==> src/rtl/fetch_sequencer.sv <==
// Instruction fetch sequencer: PC, prefetch queue, redirect flush, self-halt on HLT.
// Optional performance counters are enabled with `define FETCH_SEQUENCER_PERF_EN.
module fetch_sequencer #(
  parameter int          DEPTH    = 2,
  parameter logic [15:0] RESET_PC = 16'h0000
) (
  input  logic        clk,
  input  logic        reset,
  output logic [15:0] imem_addr,
  input  logic [15:0] imem_data,
  output logic [15:0] instr_out,
  output logic [15:0] instr_pc,
  output logic        instr_valid,
  input  logic        instr_ready,
  input  logic        redirect,
  input  logic [15:0] redirect_pc,
  output logic        halted
`ifdef FETCH_SEQUENCER_PERF_EN
  ,
  output logic [15:0] perf_fetches,
  output logic [15:0] perf_stalls
`endif
);

  localparam int          AW     = $clog2(DEPTH);
  localparam logic [AW:0] FULL   = (AW+1)'(DEPTH);
  localparam logic [3:0]  HLT_OP = 4'b1110;

  typedef enum logic {RUN, STOPPED} state_t;

  state_t        state, state_d;
  logic [15:0]   fetch_pc;
  logic [15:0]   qdata [DEPTH];
  logic [15:0]   qpc   [DEPTH];
  logic [AW-1:0] head, tail;
  logic [AW:0]   count;
  logic          pop, push;

  assign imem_addr   = fetch_pc;
  assign instr_valid = (count != '0);
  assign instr_out   = qdata[head];
  assign instr_pc    = qpc[head];
  assign halted      = (state == STOPPED) && (count == '0);

  always_comb begin
    pop     = instr_valid && instr_ready;
    push    = 1'b0;
    state_d = state;
    if (redirect) begin
      state_d = RUN;
    end else if (state == RUN && (count < FULL || pop)) begin
      push = 1'b1;
      if (imem_data[15:12] == HLT_OP) state_d = STOPPED;
    end
  end

  always_ff @(posedge clk) begin
    if (reset) begin
      state    <= RUN;
      fetch_pc <= RESET_PC;
      count    <= '0;
      head     <= '0;
      tail     <= '0;
    end else begin
      state <= state_d;
      if (redirect) begin
        // Flush: pointers rewind together, any same-cycle pop is already consumed.
        fetch_pc <= redirect_pc;
        count    <= '0;
        head     <= '0;
        tail     <= '0;
      end else begin
        if (push) begin
          fetch_pc <= fetch_pc + 16'd1;
          tail     <= tail + 1'b1;
        end
        if (pop) head <= head + 1'b1;
        case ({push, pop})
          2'b10:   count <= count + 1'b1;
          2'b01:   count <= count - 1'b1;
          default: count <= count;
        endcase
      end
    end
  end

  // Queue storage needs no reset; count gates visibility.
  always_ff @(posedge clk) begin
    if (push) begin
      qdata[tail] <= imem_data;
      qpc[tail]   <= fetch_pc;
    end
  end

`ifdef FETCH_SEQUENCER_PERF_EN
  always_ff @(posedge clk) begin
    if (reset) begin
      perf_fetches <= '0;
      perf_stalls  <= '0;
    end else begin
      if (push && perf_fetches != '1) perf_fetches <= perf_fetches + 16'd1;
      if (state == RUN && count == FULL && !pop && perf_stalls != '1)
        perf_stalls <= perf_stalls + 16'd1;
    end
  end
`endif

endmodule

==> config.mk <==
export PLATFORM = sky130hd
export DESIGN_NAME = fetch_sequencer
export DESIGN_NICKNAME = d
export VERILOG_FILES = /design/src/rtl/fetch_sequencer.sv
export SDC_FILE = /design/constraint.sdc
export NUM_CORES = 1
export LEC_CHECK = 0
export ABC_AREA = 0
export BUFFER_PORTS_ARGS = -buffer_cell sky130_fd_sc_hd__buf_4
export CAP_MARGIN = 20
export CORE_ASPECT_RATIO = 0.75
export CORE_MARGIN = 2
export CORE_UTILIZATION = 55
export DETAILED_ROUTE_END_ITERATION = 10
export GPL_TIMING_DRIVEN = 0
export PLACE_DENSITY = 0.91
export SETUP_SLACK_MARGIN = 0.2
export SLEW_MARGIN = 5
export SYNTH_ARGS = -nofsm -noshare
export SYNTH_HDL_FRONTEND = slang
export SYNTH_SLANG_ARGS = --single-unit
==> constraint.sdc <==
create_clock -name clk -period 9.4 [get_ports clk]
set_clock_uncertainty 0.2 [all_clocks]
set_input_delay 0.94 -clock clk [delete_from_list [all_inputs] [get_ports clk]]
set_output_delay 0.94 -clock clk [all_outputs]
set_load 0.05 [all_outputs]
==> impl_metrics.toml <==
[route]
firstDrtPassIters = 4
totalWireLength_mm = 7.29
wl_per_cell_um = 17.1
vias = 2391
drc = 0
vias_per_cell = 5.60
drt_iter0_markers = 151
drtAntennaViolNets = 0

[timing]
drv_slew = 0
timing.fmax_ghz = 0.321
relSlewSlack_pct = 48.8
rsz0062_at_grt = "false"
tightest_slew_ps = 767
worst_slack_ps = 6290
finalCritPeriodShare_pct = 33.1
finalWorstPathRequiredPeriod_ps = 3110
hold_violations = 0
setup_tns_ps = 0
timing.hold.ws_ps = 328
finalSetupViolCount = 0

[power]
ir_drop_v = 0.0000996
p_clk_share_pct = 32.3
p_sw_mw = 0.237
p_int_mw = 0.630
report.power.total_mw = 0.866
leakagePower_nw = 1.65
seq_power_share_pct = 51.3
p_comb_share_pct = 16.3
powerDensity_nw_per_um2 = 194
switching_share_pct = 27.3

[worst_setup_path]
worstPathRequired_ps = 8260
critical_path.slowest_cell = "buf_1"
reg2regPathDepth = 4
crit_fanout = 10
timing.rr.end = "imem_addr[15]"
cp-end-kind = "primary output"
cp.arrival_ps = 1970
worstPathCellList = "clkbuf_1 -> buf_1 -> mux2_2 -> buf_4"
worstSetupPathType = "flip-flop to primary output"
regToRegSetupSlack_ps = 6990
critPathLaunchType = "flip-flop"
regToRegStartpoint = "imem_addr[3]"
cp_slowest_stage_delay_ps = 500

[clocking]
cts_made_buffers = 9
cts_setup_buffers = 0
numClockSinks = 86
cts_htree_levels = 3
path_clk_slew_ps = 80
ctsResizeCount = 0
clk_latency_ps = 350
hold_buffers = 0
cts_tree = "built"
cts_buffer_depth = 2
root_buffer = "clkbuf_8"

[global_routing]
antenna_found_initial = 0
grt_usage_pct = 21.8
grt-busiest-layer = "met2"
grt_util_met1_pct = 28.6
grt_max_degree = 33
grt-ovfl-total = 0
grt_pass1_vias = 2370
met3_usage_pct = 7.44
grt_pass1_wl_mm = 11.3
grtUsageMet2_pct = 34.3

[yosys]
syn_inst = 245
yosysTopAreaCellShare_pct = 55.3
ys_seq_elements = 86
yosysWarnings = 0
synth.distinct_cells = 35
synth_nets = 283
synth-seq-area-share_pct = 67.9
ys_top_cells_by_area = "edfxtp_1 55%, dfxtp_1 13%, mux2_2 10%, nor2_1 2.3%, a311oi_1 2.0%"
synth_area_per_cell_um2 = 14.2
mappedNetlistArea_um2 = 3480
synth_area_leader_cell = "edfxtp_1"

[final_layout]
layout_common_cells = "84 x buf_4, 64 x edfxtp_1, 32 x mux2_2"
fillCellCount = 433
fin_util_pct = 72.1
fin_area_um2 = 4470
fin_cells = 427
drive_gt1_share_pct = 41.3
diodes = 0
layout_commonest_cell = "buf_4"
areaGrowthSynthToFinish_pct = 28.4
finalNetCount = 379

[outcome]
status = "complete, no violations"

[die]
start_util_pct = 56.1
core_area_um2 = 6190
die_area_um2 = 6980
io_pins = 86
die_width_um = 95.8
dieHeight_um = 72.9
rows = 25

[worst_hold_path]
whs_path_depth = 2
hp-start = "count[1]"
min_to = "count[1]"
hold_class = "flip-flop to flip-flop"

[place]
dpl_cell_area_um2 = 4250
io_buffers = 84
placedCellCount = 411
globalplace.congestion = 0.882
place_ws_ps = 6100
dp.final_hpwl_mm = 4.97

[flow_run]
max_cap_viol_count = 0
-- synth_stat cells --
| library cell | number |
|---|---|
| a2111oi_0 | 1 |
| a211oi_1 | 6 |
| a21oi_1 | 5 |
| a311oi_1 | 8 |
| and2_1 | 1 |
| and3_1 | 1 |
| and4_2 | 2 |
| and4b_1 | 1 |
| buf_1 | 3 |
| clkbuf_1 | 8 |
| dfxtp_1 | 22 |
| edfxtp_1 | 64 |
| ha_1 | 2 |
| inv_1 | 8 |
| mux2_2 | 32 |
| nand2_1 | 7 |
| nand2b_1 | 3 |
| nand3_1 | 5 |
| nand4_1 | 1 |
| nand4_2 | 1 |
| nor2_1 | 21 |
| nor2b_1 | 2 |
| nor3_1 | 3 |
| nor4_1 | 4 |
| o21ai_0 | 7 |
| o31a_1 | 1 |
| o31a_2 | 1 |
| o31ai_1 | 3 |
| or2_2 | 3 |
| or3_1 | 5 |
| or3_2 | 1 |
| or4_1 | 3 |
| or4_4 | 1 |
| xnor2_1 | 8 |
| xor2_1 | 1 |
-- power groups by stage --
| stage | Clock [mW] | Combinational [mW] | Sequential (mW) |
|---|---|---|---|
| floorplan | 0 | 0.0765 | 0.466 |
| finish | 0.280 | 0.141 | 0.445 |
| CTS | 0.283 | 0.142 | 0.445 |
| global route | 0.299 | 0.149 | 0.447 |
| detailed placement | 0 | 0.141 | 0.453 |
| global placement | 0 | 0.136 | 0.452 |
-- state kept, by name (all words and copies together) (netlist names), named ones only --
name / cells
imem_addr: 16
qpc: 32
tail: 1
qdata: 32
state: 1
count: 2
head: 1
-- per-layer routing --
layer / wire, um / up-vias
met3: 527 / 8
met2: 3510 / 105
met1: 3140 / 1156
li1: - / 1122
met5: 0 / -
met4: 105 / 0
-- cell families (layout without fill, tap and decap cells) --
family,count (synthesis),in the layout,synth area share (%)
muxes,32,32,10.4
xor gates and xnor gates,9,9,2.27
adders and majority gates,2,2,0.720
buffers and inverters,19,120,2.05
and+or+nand+nor,65,65,10.2
DFF,86,86,67.9
AOI/OAI and AO/OA,32,32,6.48
-- worst max path at each step --
stage	end	slack, ps	cells past startpoint
after CTS	instr_pc[2]	6240	4
final	instr_out[1]	6290	4
after global routing	instr_pc[5]	6150	4
after global placement	qdata[0][6]	4490	6
after floorplan	qdata[0][0]	5740	5
after detailed placement	qdata[0][11]	6100	7
-- final cells by class --
cell class                 count  area [um2]  area share (%)
sequential                    86        2360            52.9
multi-input combinational    140        1050            23.6
timing repair buffer          85         658            14.7
clock buffer                   9         124            2.77
tap                           81         101            2.27
clock inverter                 7        96.3            2.16
buffer                        11        41.3           0.925
inverter                       8        30.0           0.672
-- worst max-delay path: cells and delay by family, from the launching register on --
kind,cells,cell delay [ps]
buffers and inverters,3,910
DFF,1,310
muxes,1,410
Power figures use the tool's default switching activity.
